**config.mk**
```make
export PLATFORM = sky130hd
export DESIGN_NAME = univ_shift_reg_p
export DESIGN_NICKNAME = d
export VERILOG_FILES = /design/src/rtl/usr_pkg.sv /design/src/rtl/usr_burst_ctrl.sv /design/src/rtl/univ_shift_reg_p.sv
export SDC_FILE = /design/constraint.sdc
export NUM_CORES = 1
export LEC_CHECK = 0
export CAP_MARGIN = 20
export CELL_PAD_IN_SITES_DETAIL_PLACEMENT = 0
export CELL_PAD_IN_SITES_GLOBAL_PLACEMENT = 1
export CORE_UTILIZATION = 35
export DETAILED_ROUTE_END_ITERATION = 6
export PLACE_DENSITY_LB_ADDON = 0.15
export SYNTH_ARGS = -nofsm -noshare
export SYNTH_HDL_FRONTEND = slang
export SYNTH_SLANG_ARGS = --single-unit
```
**constraint.sdc**
```tcl
create_clock -name clk -period 2.4 [get_ports clk]
set_input_delay 0.36 -clock clk [delete_from_list [all_inputs] [get_ports clk]]
set_output_delay 0.36 -clock clk [all_outputs]
set_load 0.02 [all_outputs]
```
**src/rtl/usr_pkg.sv**
```systemverilog
// Shared types for the universal shift register: operation codes, burst FSM
// states and the burstable-mode predicate.
package usr_pkg;

   typedef enum logic [2:0] {
      HOLD = 3'b000,
      SHR  = 3'b001,
      SHL  = 3'b010,
      LOAD = 3'b011,
      ROR  = 3'b100,
      ROL  = 3'b101,
      ASR  = 3'b110,
      CLR  = 3'b111
   } usr_mode_e;

   typedef enum logic {
      IDLE = 1'b0,
      BUSY = 1'b1
   } usr_state_e;

   // Only the pure shift/rotate operations make sense to repeat in a burst.
   function automatic logic usr_is_shift(usr_mode_e m);
      return (m == SHR) || (m == SHL) || (m == ROR) || (m == ROL) || (m == ASR);
   endfunction

endpackage

```
**src/rtl/usr_burst_ctrl.sv**
```systemverilog
// Burst controller: decides which operation the datapath applies each edge,
// repeating a latched shift/rotate for burst_len steps and pulsing done after.
module usr_burst_ctrl
   import usr_pkg::*;
#(
   parameter int CNT_W = 4
) (
   input  logic             clk,
   input  logic             rst,
   input  logic             en,
   input  logic [2:0]       mode,
   input  logic             burst_start,
   input  logic [CNT_W-1:0] burst_len,
   output logic [2:0]       op,
   output logic             op_valid,
   output logic             state,
   output logic             done
);

   // op/op_valid: when op_valid is high the datapath applies op at the next
   // rising edge; there is no ready, the datapath always accepts.

   usr_state_e       state_q, state_d;
   logic [CNT_W-1:0] cnt_q, cnt_d;
   usr_mode_e        mode_q, mode_d;
   logic             done_q, done_d;
   usr_mode_e        mode_in;

   assign mode_in = usr_mode_e'(mode);

   always_ff @(posedge clk) begin
      if (!rst) begin
         state_q <= IDLE;
         cnt_q   <= '0;
         mode_q  <= HOLD;
         done_q  <= 1'b0;
      end else begin
         state_q <= state_d;
         cnt_q   <= cnt_d;
         mode_q  <= mode_d;
         done_q  <= done_d;
      end
   end

   // cnt_q holds the number of steps still to run after the start edge, so the
   // BUSY edge that sees cnt_q==1 executes the final step.
   always_comb begin
      state_d  = state_q;
      cnt_d    = cnt_q;
      mode_d   = mode_q;
      done_d   = 1'b0;
      op       = HOLD;
      op_valid = 1'b0;
      unique case (state_q)
         IDLE: begin
            if (burst_start && usr_is_shift(mode_in)) begin
               mode_d = mode_in;
               if (burst_len == '0) begin
                  cnt_d  = '0;
                  done_d = 1'b1;
               end else begin
                  op       = mode_in;
                  op_valid = 1'b1;
                  cnt_d    = burst_len - CNT_W'(1);
                  if (burst_len == CNT_W'(1)) begin
                     done_d = 1'b1;
                  end else begin
                     state_d = BUSY;
                  end
               end
            end else if (en) begin
               op       = mode_in;
               op_valid = 1'b1;
            end
         end
         BUSY: begin
            op       = mode_q;
            op_valid = 1'b1;
            cnt_d    = cnt_q - CNT_W'(1);
            if (cnt_q == CNT_W'(1)) begin
               state_d = IDLE;
               done_d  = 1'b1;
            end
         end
         default: state_d = IDLE;
      endcase
   end

   assign state = state_q;
   assign done  = done_q;

endmodule

```
**src/rtl/univ_shift_reg_p.sv**
```systemverilog
// Universal shift register with burst repeat. Define USR_PARITY_EN to add a
// registered parity output tracking ^q.
module univ_shift_reg_p
   import usr_pkg::*;
#(
   parameter int WIDTH = 8,
   parameter int CNT_W = $clog2(WIDTH) + 1
) (
   input  logic             clk,
   input  logic             rst,
   input  logic             en,
   input  logic [2:0]       mode,
   input  logic [WIDTH-1:0] din,
   input  logic             sin_l,
   input  logic             sin_r,
   input  logic             burst_start,
   input  logic [CNT_W-1:0] burst_len,
   output logic [WIDTH-1:0] q,
   output logic             sout_l,
   output logic             sout_r,
   output logic             busy,
   output logic             done
`ifdef USR_PARITY_EN
   ,output logic            parity
`endif
);

   logic [2:0]       op;
   logic             op_valid;
   logic             ctrl_state;
   logic [WIDTH-1:0] q_next;
   logic [WIDTH-1:0] q_d;

   usr_burst_ctrl #(
      .CNT_W (CNT_W)
   ) u_ctrl (
      .clk         (clk),
      .rst         (rst),
      .en          (en),
      .mode        (mode),
      .burst_start (burst_start),
      .burst_len   (burst_len),
      .op          (op),
      .op_valid    (op_valid),
      .state       (ctrl_state),
      .done        (done)
   );

   always_comb begin
      q_next = q;
      unique case (usr_mode_e'(op))
         HOLD:    q_next = q;
         SHR:     q_next = {sin_l, q[WIDTH-1:1]};
         SHL:     q_next = {q[WIDTH-2:0], sin_r};
         LOAD:    q_next = din;
         ROR:     q_next = {q[0], q[WIDTH-1:1]};
         ROL:     q_next = {q[WIDTH-2:0], q[WIDTH-1]};
         ASR:     q_next = {q[WIDTH-1], q[WIDTH-1:1]};
         CLR:     q_next = '0;
         default: q_next = q;
      endcase
   end

   assign q_d = op_valid ? q_next : q;

   always_ff @(posedge clk) begin
      if (!rst) begin
         q <= '0;
      end else begin
         q <= q_d;
      end
   end

`ifdef USR_PARITY_EN
   // Parity is taken from the value being written so it never lags q.
   always_ff @(posedge clk) begin
      if (!rst) begin
         parity <= 1'b0;
      end else begin
         parity <= ^q_d;
      end
   end
`endif

   assign sout_l = q[WIDTH-1];
   assign sout_r = q[0];
   assign busy   = (usr_state_e'(ctrl_state) == BUSY);

endmodule
```
Word-level counts from Yosys, hierarchy flattened
Cells that the tools add are included.
Widths: inputs -> output; s select.
{"block": "totals", "input_bits": 21, "out_inout_bits": 12, "regBits": 17}
{"block": "classes", "muxes": 22, "n_eq_ne": 15, "reduce_logical": 10, "n_bitwise": 3, "add_sub_neg": 2}
{"cell": "$pmux 8 s7", "count": 1}
{"cell": "$eq 3x3->1 const B", "count": 7}
{"cell": "$mux 1", "count": 11}
{"cell": "$eq 3x2->1 const B", "count": 3}
{"cell": "$mux 3", "count": 3}
{"cell": "$eq 4x1->1 const B", "count": 2}
{"cell": "$mux 4", "count": 2}
{"cell": "$pmux 4 s2", "count": 1}
{"cell": "$sub 4x1->4 const B", "count": 2}
{"cell": "$eq 3x1->1 const B", "count": 2}
{"cell": "$pmux 1 s2", "count": 3}
{"cell": "$pmux 3 s2", "count": 1}
{"cell": "$logic_not 4->1", "count": 1}
{"cell": "$logic_or 1x1->1", "count": 4}
{"cell": "$reduce_and 2->1", "count": 2}
{"cell": "$logic_not 3->1", "count": 1}
{"cell": "$not 1->1", "count": 3}
{"cell": "$reduce_and 3->1", "count": 1}
{"cell": "$ne 2x1->1 const B", "count": 1}
{"cell": "$logic_and 1x1->1", "count": 1}

Longest topological paths before layout
Gate-level depths: netlist of the first run.
{"block": "logic_depth", "depth_word": 11, "mapped_depth": 8, "ltp_nobuf": 6}

Cells and area by module
Synthesis of the first run repeated with hierarchy kept, for this count alone.
{"block": "hier_totals", "cells_unflattened": 153, "hier_area_um2": 1248.7}
{"module": "univ_shift_reg_p", "area_per_inst_um2": 628.1, "cells_per_inst": 76, "instances": 1, "seq_area_each_um2": 160.2}
{"module": "usr_burst_ctrl", "area_per_inst_um2": 620.6, "cells_per_inst": 77, "instances": 1, "seq_area_each_um2": 180.2}

Worst setup path before layout of the first run
No wires, ideal clock.
{"block": "synth_timing", "path_kind": "reg-to-reg", "from": "register u_ctrl.state_q, in the netlist u_ctrl.state", "to": "register q[4]", "path_slack_ns": 0.388, "setup_ns": 0.061, "arrival_ns": 1.951, "stages_incl_launch_ff": 8, "t_required_ns": 2.339, "cell_sequence": "dfxtp_1 > clkbuf_2 > mux2_2 > nor2_1 > nand3_2 > mux2i_2 > and3_1 > o221a_1"}
{"block": "synth_between", "elab_chain_cells": 5, "word_cells_on_any_way": 14}
{"element": "start, declared", "line_no": "usr_burst_ctrl.sv:23", "text": "usr_state_e state_q, state_d;"}
{"element": "start signal, assigned", "line_no": "usr_burst_ctrl.sv:38", "text": "state_q <= state_d;"}
{"element": "parallel branches: the longest is 5 deep, another holds $pmux 8 s7"}
{"element": "end signal, assigned", "line_no": "univ_shift_reg_p.sv:70", "text": "q <= q_d;"}
{"element": "end, declared", "line_no": "univ_shift_reg_p.sv:18", "text": "output logic [WIDTH-1:0] q,"}
Several ways; the timed one is not identified.
A chain may end at the register's enable or synchronous reset.

Final worst setup path of the first run
{"block": "layout_timing", "from": "input burst_len[1]", "to": "register q[3]"}
{"block": "layout_between", "elab_chain_cells": 7, "word_cells_on_any_way": 18}
{"element": "start, declared", "line_no": "univ_shift_reg_p.sv:17", "text": "input logic [CNT_W-1:0] burst_len,"}
{"element": "$logic_not 4->1 *", "line_no": "usr_burst_ctrl.sv:58", "text": "if (burst_len == '0) begin"}
{"element": "parallel branches: the longest is 6 deep, another holds $pmux 8 s7"}
Mark *: on every way between the ends.

==> results of run 1 <==
## cell type report
class / instances / area share [%]
multi-input cells: 121 / 46.8
well taps: 46 / 3.13
flip-flops and latches: 17 / 18.5
clock buffers: 4 / 1.43
repair buffers: 60 / 28.9
inverters: 6 / 1.23
## worst paths after layout
kind	startpoint	to	slack (ps)	cells after the start
max	burst_len[1]	q[3]	180	8
min	u_ctrl.cnt_q[0]	u_ctrl.cnt_q[0]	520	1
max reg2reg	u_ctrl.state	q[3]	370	7
min reg2reg	u_ctrl.cnt_q[0]	u_ctrl.cnt_q[0]	520	1
## per-stage QoR
stage               total power (W)  setup slack (ps)
floorplan                  0.000613               388
global placement           0.000791             -72.3
detailed placement         0.000797             -88.1
CTS                        0.000964               219
global route                0.00102              96.1
finish                     0.000961               179
## registers in the layout, summed over array words and instances (netlist names)
| name | count |
|---|---|
| u_ctrl.done | 1 |
| u_ctrl.state | 1 |
| q | 8 |
| u_ctrl.cnt_q | 4 |
| u_ctrl.mode_q | 3 |
## where the power goes
group	switching [W]	total [W]	internal [W]
Combinational	0.000211	0.000438	0.000227
Clock	0.000101	0.000165	0.0000647
Sequential	0.0000393	0.000357	0.000318
Total	0.000351	0.000961	0.000610
## worst max-delay path, stage by stage
cell             delay [ps]
clkdlybuf4s50_1         430
nor4_2                  270
buf_4                   160
nor4b_2                  50
a211oi_4                320
mux2i_2                 450
and3_1                  220
o221a_1                 190
## cells by family (layout without fill, tap and decap cells)
| group | count (synthesis) | in the layout |
|---|---|---|
| AOI/OAI and AO/OA | 59 | 59 |
| adders and majority gates | 2 | 2 |
| buffers and inverters | 17 | 70 |
| and+or+nand+nor | 49 | 49 |
| muxes | 10 | 10 |
| DFF | 17 | 17 |
| xor gates and xnor gates | 1 | 1 |
## layer usage
layer | routed length (um) | vias to the layer above | global-route usage [%]
met5 | 0 | - | 0
met4 | 27 | 0 | 7.27
met3 | 235 | 4 | 2.74
met2 | 1650 | 56 | 29.1
met1 | 1700 | 656 | 26.0
li1 | - | 697 | -
## synth_stat cells (2+ instances only)
master,count,share of area [%]
o21ai_0,5,1.9
a21oi_1,22,8.6
mux2_2,2,1.8
or3_1,2,0.97
dfxtp_1,17,26
a311oi_1,6,4.1
mux2i_1,7,5.5
buf_4,4,2.3
buf_2,3,1.2
and3_1,7,3.4
nor3_1,5,1.9
nor2_1,8,2.3
a22o_1,2,1.4
o221a_1,7,6.1
ha_1,2,1.9
clkbuf_1,3,0.88
nand2_1,11,3.2
nor2b_1,3,1.5
nand3_1,2,0.78
inv_1,6,1.8
==> out/summary.txt, run 1 <==
Post-detail-place hpwl -> 2.68 mm
Die Height -> 62.6 um
Net Count, Synth -> 178
Slew Viols, Final -> 0
Ys Warns -> 0
Die width -> 62.6 um
Fill cells -> 320
Total gr overflow -> 0
Min-Delay Path Class -> reg2reg
Max-slew headroom -> 53.5%
Max Cap Viol -> 0
Post-synthesis compound-gate area fraction -> 33.9%
Cts bufs inserted -> 3
Commonest non-fill, non-tap cell in the layout -> clkdlybuf4s50_1
Commonest non-fill, non-tap cells in the layout -> clkdlybuf4s50_1, buf_4, a21oi_1
Leakage -> 0.757 nW
Initial DRC count -> 79
Initial DRT Pass Iterations -> 4
Final Setup Violations -> 0
Post-synthesis async set-or-reset flop share -> 0%
Reg clk slew, reported paths -> 110 ps
Finished Cell Area -> 0.00184 sq mm
CTS Hold Bufs -> 0
Top FF cell, synth -> dfxtp_1
Fin util -> 53.8%
CTS tree -> yes
Effective utilization at floorplan -> 37.6%
Adder-cell area share of the yosys netlist -> 1.95%
Register Area -> 340 sq um
Die area -> 0.00392 sq mm
Post-synthesis cell type count -> 51
Synth Area in XOR/XNOR -> 0.682%
Buffers on Ports -> 32
Largest family of logic cells by synthesized area -> compound AO/OA/AOI/OAI gates
Min Tclk post-route -> 2220 ps
Total track usage -> 18.8%
Clock tree buffer depth -> 2
Syn avg cell area -> 8.29 sq um
Number of nets in the layout -> 232
Multi-input gate area -> 861 sq um
H-tree levels -> 1
Routed wire per std cell -> 14.2 um
Final period util -> 92.5%
Final Hold Viols -> 0
Clock sink count -> 17
Layout area overhead -> 43.0%
Clock Skew -> 3.62 ps
RSZ-0062 raised after global routing -> false
Gpl congestion -> 0.782
Arr. time, crit path -> 2460 ps
Inst Count DP -> 250
Syn Inst Count -> 155
Vias in the first global route -> 1347
Layout cells sized above 1 -> 20.2%
Non-Filler Instances -> 254
Cts repair resizes -> 0
CTS root buf -> clkbuf_4
Area of the core -> 0.00342 sq mm
Pwr per Cell Area -> 523 mW/mm^2
Post-Route WL -> 3.61 mm
Worst Max-Slew Pin Slew -> 695 ps
First-pass GRT wire length -> 6.06 mm
Hold slack final -> 522 ps
Buffer count from post-CTS setup fixing -> 0
Post-synthesis cell area -> 0.00128 sq mm
Worst VDD drop -> 0.000280 V
CP required -> 2640 ps
Setup crit start kind -> primary input
Vias/cell -> 5.56
Drc violations -> 0
ANT cells -> 0
Dpl cell area -> 0.00181 sq mm
Simple-gate share of the synthesized area -> 22.2%
Via count -> 1413
Initial antenna violation count -> 0
Number of synthesized flops with an enable pin -> 0
Fin Setup TNS -> 0 ps
CP max FO -> 7
Row count -> 21
Synthesis-stage register bit count -> 17
Seq/Total Area, Yosys -> 26.5%
Fmax -> 450 MHz
Antenna-violating nets left -> 0
Pin count of the biggest net entering global routing -> 20
Skew-Pair Late Insertion Delay -> 300 ps
Ports -> 33
Outcome -> complete, no violations
Crit path kind -> in2reg
Multiplexer share of the synthesized area -> 8.28%
CP Capture Type -> flip-flop
No activity file was read; power rests on OpenSTA's default activity.
==> run 2, diff against run 1 <==
Settings changed: CELL_PAD_IN_SITES_DETAIL_PLACEMENT 0 to unset, CELL_PAD_IN_SITES_GLOBAL_PLACEMENT 1 to unset, CORE_UTILIZATION 35 to 45.
==> run 2 against run 1 <==
Critical path depth unchanged. Routed wire length shrank 2.4%. Sequential cell count unchanged. Critical path type unchanged. Largest power group unchanged. Sequential share of layout area grew 0.84 points. Maximum frequency shrank 0.56%. Final area decreased by 4.4%. Register-to-register slack worse by 180 ps. Utilization is 10 points higher. Sequential power increased by 1%. Count of clock-buffer cells in the layout decreased by 1.
==> out/summary.txt, run 2 (synthesized netlist as in run 1, its figures left out) <==
Outcome -> complete, no violations
H-tree levels -> 1
Gpl congestion -> 0.818
Vias in the first global route -> 1385
CTS root buf -> clkbuf_4
CP Capture Type -> flip-flop
Min Tclk post-route -> 2230 ps
ANT cells -> 0
Clock sink count -> 17
CP Depth -> 8
Total power draw -> 0.000949 W
Post-Route WL -> 3.52 mm
Final Hold Viols -> 0
RSZ-0062 raised after global routing -> false
Worst reg-to-reg setup slack -> 190 ps
Crit path buf inv count -> 2
Skew-Pair Late Insertion Delay -> 300 ps
Clock Skew -> 2.90 ps
Arr. time, crit path -> 2480 ps
Top cell family by delay on the critical path -> compound AO/OA/AOI/OAI gates
Max reg flops -> 8
Commonest non-fill, non-tap cell in the layout -> clkdlybuf4s50_1
First-pass GRT wire length -> 5.93 mm
Number of nets in the layout -> 222
CP max FO -> 20
Crit path kind -> in2reg
Worst path slowest cell -> clkdlybuf4s50_1
Cts repair resizes -> 0
Non-Filler Instances -> 229
Critical R2R Capture -> q[2]
Reg clk slew, reported paths -> 110 ps
Fmax -> 448 MHz
Via count -> 1368
Routed wire per std cell -> 15.4 um
Sequential power share -> 38.0%
Ports -> 33
Final Setup Violations -> 0
Initial DRC count -> 57
Initial DRT Pass Iterations -> 6
Last element of the critical path -> q[2]
Final period util -> 93.1%
Die width -> 55.4 um
Dpl cell area -> 0.00173 sq mm
Layout cells sized above 1 -> 16.7%
Internal power -> 0.000595 W
Initial antenna violation count -> 0
Antenna-violating nets left -> 0
Sw Share -> 37.3%
CP required -> 2640 ps
CTS tree -> yes
Layout area overhead -> 36.8%
Post-detail-place hpwl -> 2.62 mm
R2R depth -> 7
Clock tree buffer depth -> 2
Setup crit start kind -> primary input
Total gr overflow -> 0
Max Cap Viol -> 0
Die Height -> 55.4 um
Effective utilization at floorplan -> 47.0%
Most flops, register -> q
Buffer count from post-CTS setup fixing -> 0
Pin count of the biggest net entering global routing -> 21
Reg-to-reg critical path startpoint -> u_ctrl.state
Comb pwr share -> 44.4%
Buffers on Ports -> 32
Max-slew headroom -> 53.5%
Fin Setup TNS -> 0 ps
Slew Viols, Final -> 0
Max incr delay on CP -> 440 ps
Cts bufs inserted -> 3
Pwr per Cell Area -> 540 mW/mm^2
Worst Max-Slew Pin Slew -> 695 ps
Total track usage -> 23.8%
Clock power frac -> 17.6%
CTS Hold Bufs -> 0
Row count -> 19
Die area -> 0.00307 sq mm
CP cell instances -> clkdlybuf4s50_1 > nor4_2 > nor4b_2 > a211oi_4 > buf_12 > a21oi_1 > a311oi_1 > o221a_1
Worst VDD drop -> 0.000431 V
Leakage -> 0.720 nW
NetSw -> 0.000354 W
Worst setup path start -> burst_len[1]
Area of the core -> 0.00273 sq mm
Drc violations -> 0
Vias/cell -> 5.97
Min-Delay Path Class -> reg2reg
Largest regs -> q (8), u_ctrl.cnt_q (4), u_ctrl.mode_q (3)
Finished Cell Area -> 0.00176 sq mm
Commonest non-fill, non-tap cells in the layout -> clkdlybuf4s50_1, a21oi_1, buf_4, dfxtp_1, nand2_1
Inst Count DP -> 225
run 2: changes by cell type in the layout (fill, tap and decap cells not counted):
cell,before,now
buf_12,0,1
buf_4,28,17
clkbuf_1,1,0
clkinv_2,0,1
run 2: how the worst min path moves through the flow:
stage / start / to / slack, ps / cells past startpoint
2_1_floorplan: u_ctrl.cnt_q[0] / u_ctrl.cnt_q[0] / 460 / 1
3_3_place_gp: u_ctrl.cnt_q[0] / u_ctrl.cnt_q[0] / 480 / 1
3_5_place_dp: u_ctrl.cnt_q[0] / u_ctrl.cnt_q[0] / 500 / 1
4_1_cts: u_ctrl.cnt_q[0] / u_ctrl.cnt_q[0] / 530 / 1
5_1_grt: u_ctrl.cnt_q[0] / u_ctrl.cnt_q[0] / 540 / 1
6_report: u_ctrl.cnt_q[0] / u_ctrl.cnt_q[0] / 520 / 1
run 2: routing by layer:
| metal | track usage, % | share of wire (%) |
|---|---|---|
| met4 | 12.5 | 1.3 |
| met5 | 0 | 0 |
| met1 | 26.1 | 43 |
| met2 | 43.0 | 52 |
| met3 | 4.68 | 3.9 |
run 2: layout make-up:
type	count	area, sq um
multi-input cells	121	861
well taps	31	38.8
flip-flops and latches	17	340
repair buffers	50	468
clock buffers	3	22.5
inverters	6	22.5
clock inverters	1	5.00
fillers	246	976
run 2: power by group through the flow:
| stage | Sequential (W) | Combinational [W] | Clock (W) |
|---|---|---|---|
| global route | 0.000365 | 0.000455 | 0.000183 |
| floorplan | 0.000381 | 0.000232 | 0 |
| detailed placement | 0.000366 | 0.000417 | 0 |
| CTS | 0.000359 | 0.000419 | 0.000173 |
| global placement | 0.000363 | 0.000405 | 0 |
| finish | 0.000361 | 0.000421 | 0.000167 |
run 2: worst reg2reg max path: stages (launching register included):
cell and delay [ps]:
dfxtp_1 550, inv_1 240, and4_1 250, a211oi_4 250, buf_12 200, a21oi_1 70, a311oi_1 330, o221a_1 260
run 2: through the flow:
stage | util, % | setup slack, ps | hold slack, ps
6_report | 64.3 | 166 | 520
5_1_grt | 64.3 | 60.8 | 540
4_1_cts | 64.3 | 184 | 529
3_5_place_dp | 63.3 | -136 | 504
3_3_place_gp | 63.3 | -23.0 | 484
2_1_floorplan | - | 388 | 458
==> run 3, diff against run 2 <==
Settings changed: PLACE_DENSITY_LB_ADDON 0.15 to 0.1, SKIP_LAST_GASP set to 1.
==> run 3 against run 2 <==
Global-route usage up 0.26 points. Clock power up 2%. Sequential cell count unchanged. Routed wire length down 1.9%. Maximum frequency up 1.9%. Sequential power about the same. Clock skew up 1.5 ps. Count of clock-buffer cells in the layout unchanged. Register-to-register slack better by 180 ps. Total power up 1.1%. Worst setup slack better by 42 ps. Critical endpoint is now q[6]. Largest cell class unchanged.
==> out/summary.txt, run 3 (synthesized netlist as in run 1, its figures left out) <==
CTS tree -> yes
Fill cells -> 246
CP max FO -> 7
Most flops, register -> q
Largest regs -> q (8), u_ctrl.cnt_q (4), u_ctrl.mode_q (3)
Setup crit start kind -> primary input
Initial DRT Pass Iterations -> 4
Crit path buf inv count -> 2
Min-Delay Path Class -> reg2reg
Arr. time, crit path -> 2450 ps
Post-Route WL -> 3.45 mm
Gpl congestion -> 0.863
Effective utilization at floorplan -> 47.0%
Die width -> 55.4 um
Final period util -> 91.3%
Clock tree buffer depth -> 2
Initial antenna violation count -> 0
Buffers on Ports -> 32
Vias in the first global route -> 1380
Worst Max-Slew Pin Slew -> 671 ps
Max incr delay on CP -> 430 ps
Worst slack, placed -> -87.3 ps
CTS root buf -> clkbuf_4
Max-slew headroom -> 55.1%
Crit path kind -> in2reg
Buffer count from post-CTS setup fixing -> 0
Outcome -> complete, no violations
RSZ-0062 raised after global routing -> false
Total gr overflow -> 0
Clock sink count -> 17
CP cell instances -> clkdlybuf4s50_1 > nor4_2 > buf_4 > nor4b_2 > a211oi_4 > mux2i_2 > and3_1 > o221a_1
Initial DRC count -> 45
ANT cells -> 0
Row count -> 19
Vias/cell -> 6.13
Die area -> 0.00307 sq mm
Number of nets in the layout -> 224
Fin Setup TNS -> 0 ps
Ports -> 33
H-tree levels -> 1
Antenna-violating nets left -> 0
Pin count of the biggest net entering global routing -> 20
Layout cells sized above 1 -> 17.5%
Non-Filler Instances -> 231
Skew-Pair Late Insertion Delay -> 310 ps
Area of the core -> 0.00273 sq mm
First-pass GRT wire length -> 6.04 mm
Inst Count DP -> 227
Final Hold Viols -> 0
Min Tclk post-route -> 2190 ps
CTS Hold Bufs -> 0
Max Cap Viol -> 0
CP Capture Type -> flip-flop
CP required -> 2660 ps
Worst VDD drop -> 0.000404 V
Post-detail-place hpwl -> 2.63 mm
Post-route worst setup slack -> 208 ps
Routed wire per std cell -> 14.9 um
Reg clk slew, reported paths -> 120 ps
Via count -> 1416
Drc violations -> 0
Cts repair resizes -> 0
Total power draw -> 0.000959 W
Final Setup Violations -> 0
Clock Skew -> 4.35 ps
Cts bufs inserted -> 3
Max reg flops -> 8
Commonest non-fill, non-tap cells in the layout -> clkdlybuf4s50_1, a21oi_1, buf_4
Worst path slowest cell -> clkdlybuf4s50_1
Pwr per Cell Area -> 537 mW/mm^2
Layout area overhead -> 38.9%
Die Height -> 55.4 um
Slew Viols, Final -> 0
Commonest non-fill, non-tap cell in the layout -> clkdlybuf4s50_1
Leakage -> 0.735 nW
Fmax -> 456 MHz
Top cell family by delay on the critical path -> buffers and inverters
Total track usage -> 24.1%
-- run 3: layer usage --
metal / track usage, % / up-vias / wire length (um)
li1: - / 691 / -
met1: 31.1 / 656 / 1550
met2: 39.6 / 63 / 1650
met3: 4.45 / 6 / 210
met4: 9.64 / 0 / 44
met5: 0 / - / 0
-- run 3: where the power goes --
| group | total, W | leakage, nW | switching (W) | internal [W] |
|---|---|---|---|---|
| Sequential | 0.000359 | 0.140 | 0.0000409 | 0.000318 |
| Clock | 0.000171 | 0.0177 | 0.000109 | 0.0000622 |
| Combinational | 0.000429 | 0.577 | 0.000207 | 0.000222 |
-- run 3: layout make-up --
type	count	area [sq um]	area share [%]
inverters	6	22.5	1.26
multi-input cells	121	861	48.2
flip-flops and latches	17	340	19.1
clock inverters	1	5.00	0.280
well taps	31	38.8	2.17
clock buffers	3	22.5	1.26
repair buffers	52	495	27.8
-- run 3: worst register-to-register path, stage by stage (launching register included) --
cell and delay [ps]:
dfxtp_1 570, inv_1 110, and4_1 220, a211oi_4 280, mux2i_2 430, and3_1 210
o221a_1 160
-- run 3: worst paths after layout --
check,start,to,slack (ps),cells after the start
worst max register to register,u_ctrl.state,q[6],370,6
worst min-delay path,u_ctrl.mode_q[0],u_ctrl.mode_q[0],520,2
worst max-delay path,burst_len[1],q[6],210,8
worst min register to register,u_ctrl.mode_q[0],u_ctrl.mode_q[0],520,2
-- run 3: per-stage QoR --
stage                     hold WS [ps]  instance area, sq um  util, %
after global placement             485                  1760     64.3
after CTS                          527                  1790     65.3
final                              522                  1790     65.3
after detailed placement           497                  1760     64.3
after global routing               572                  1790     65.3
after floorplan                    458                  1280        -
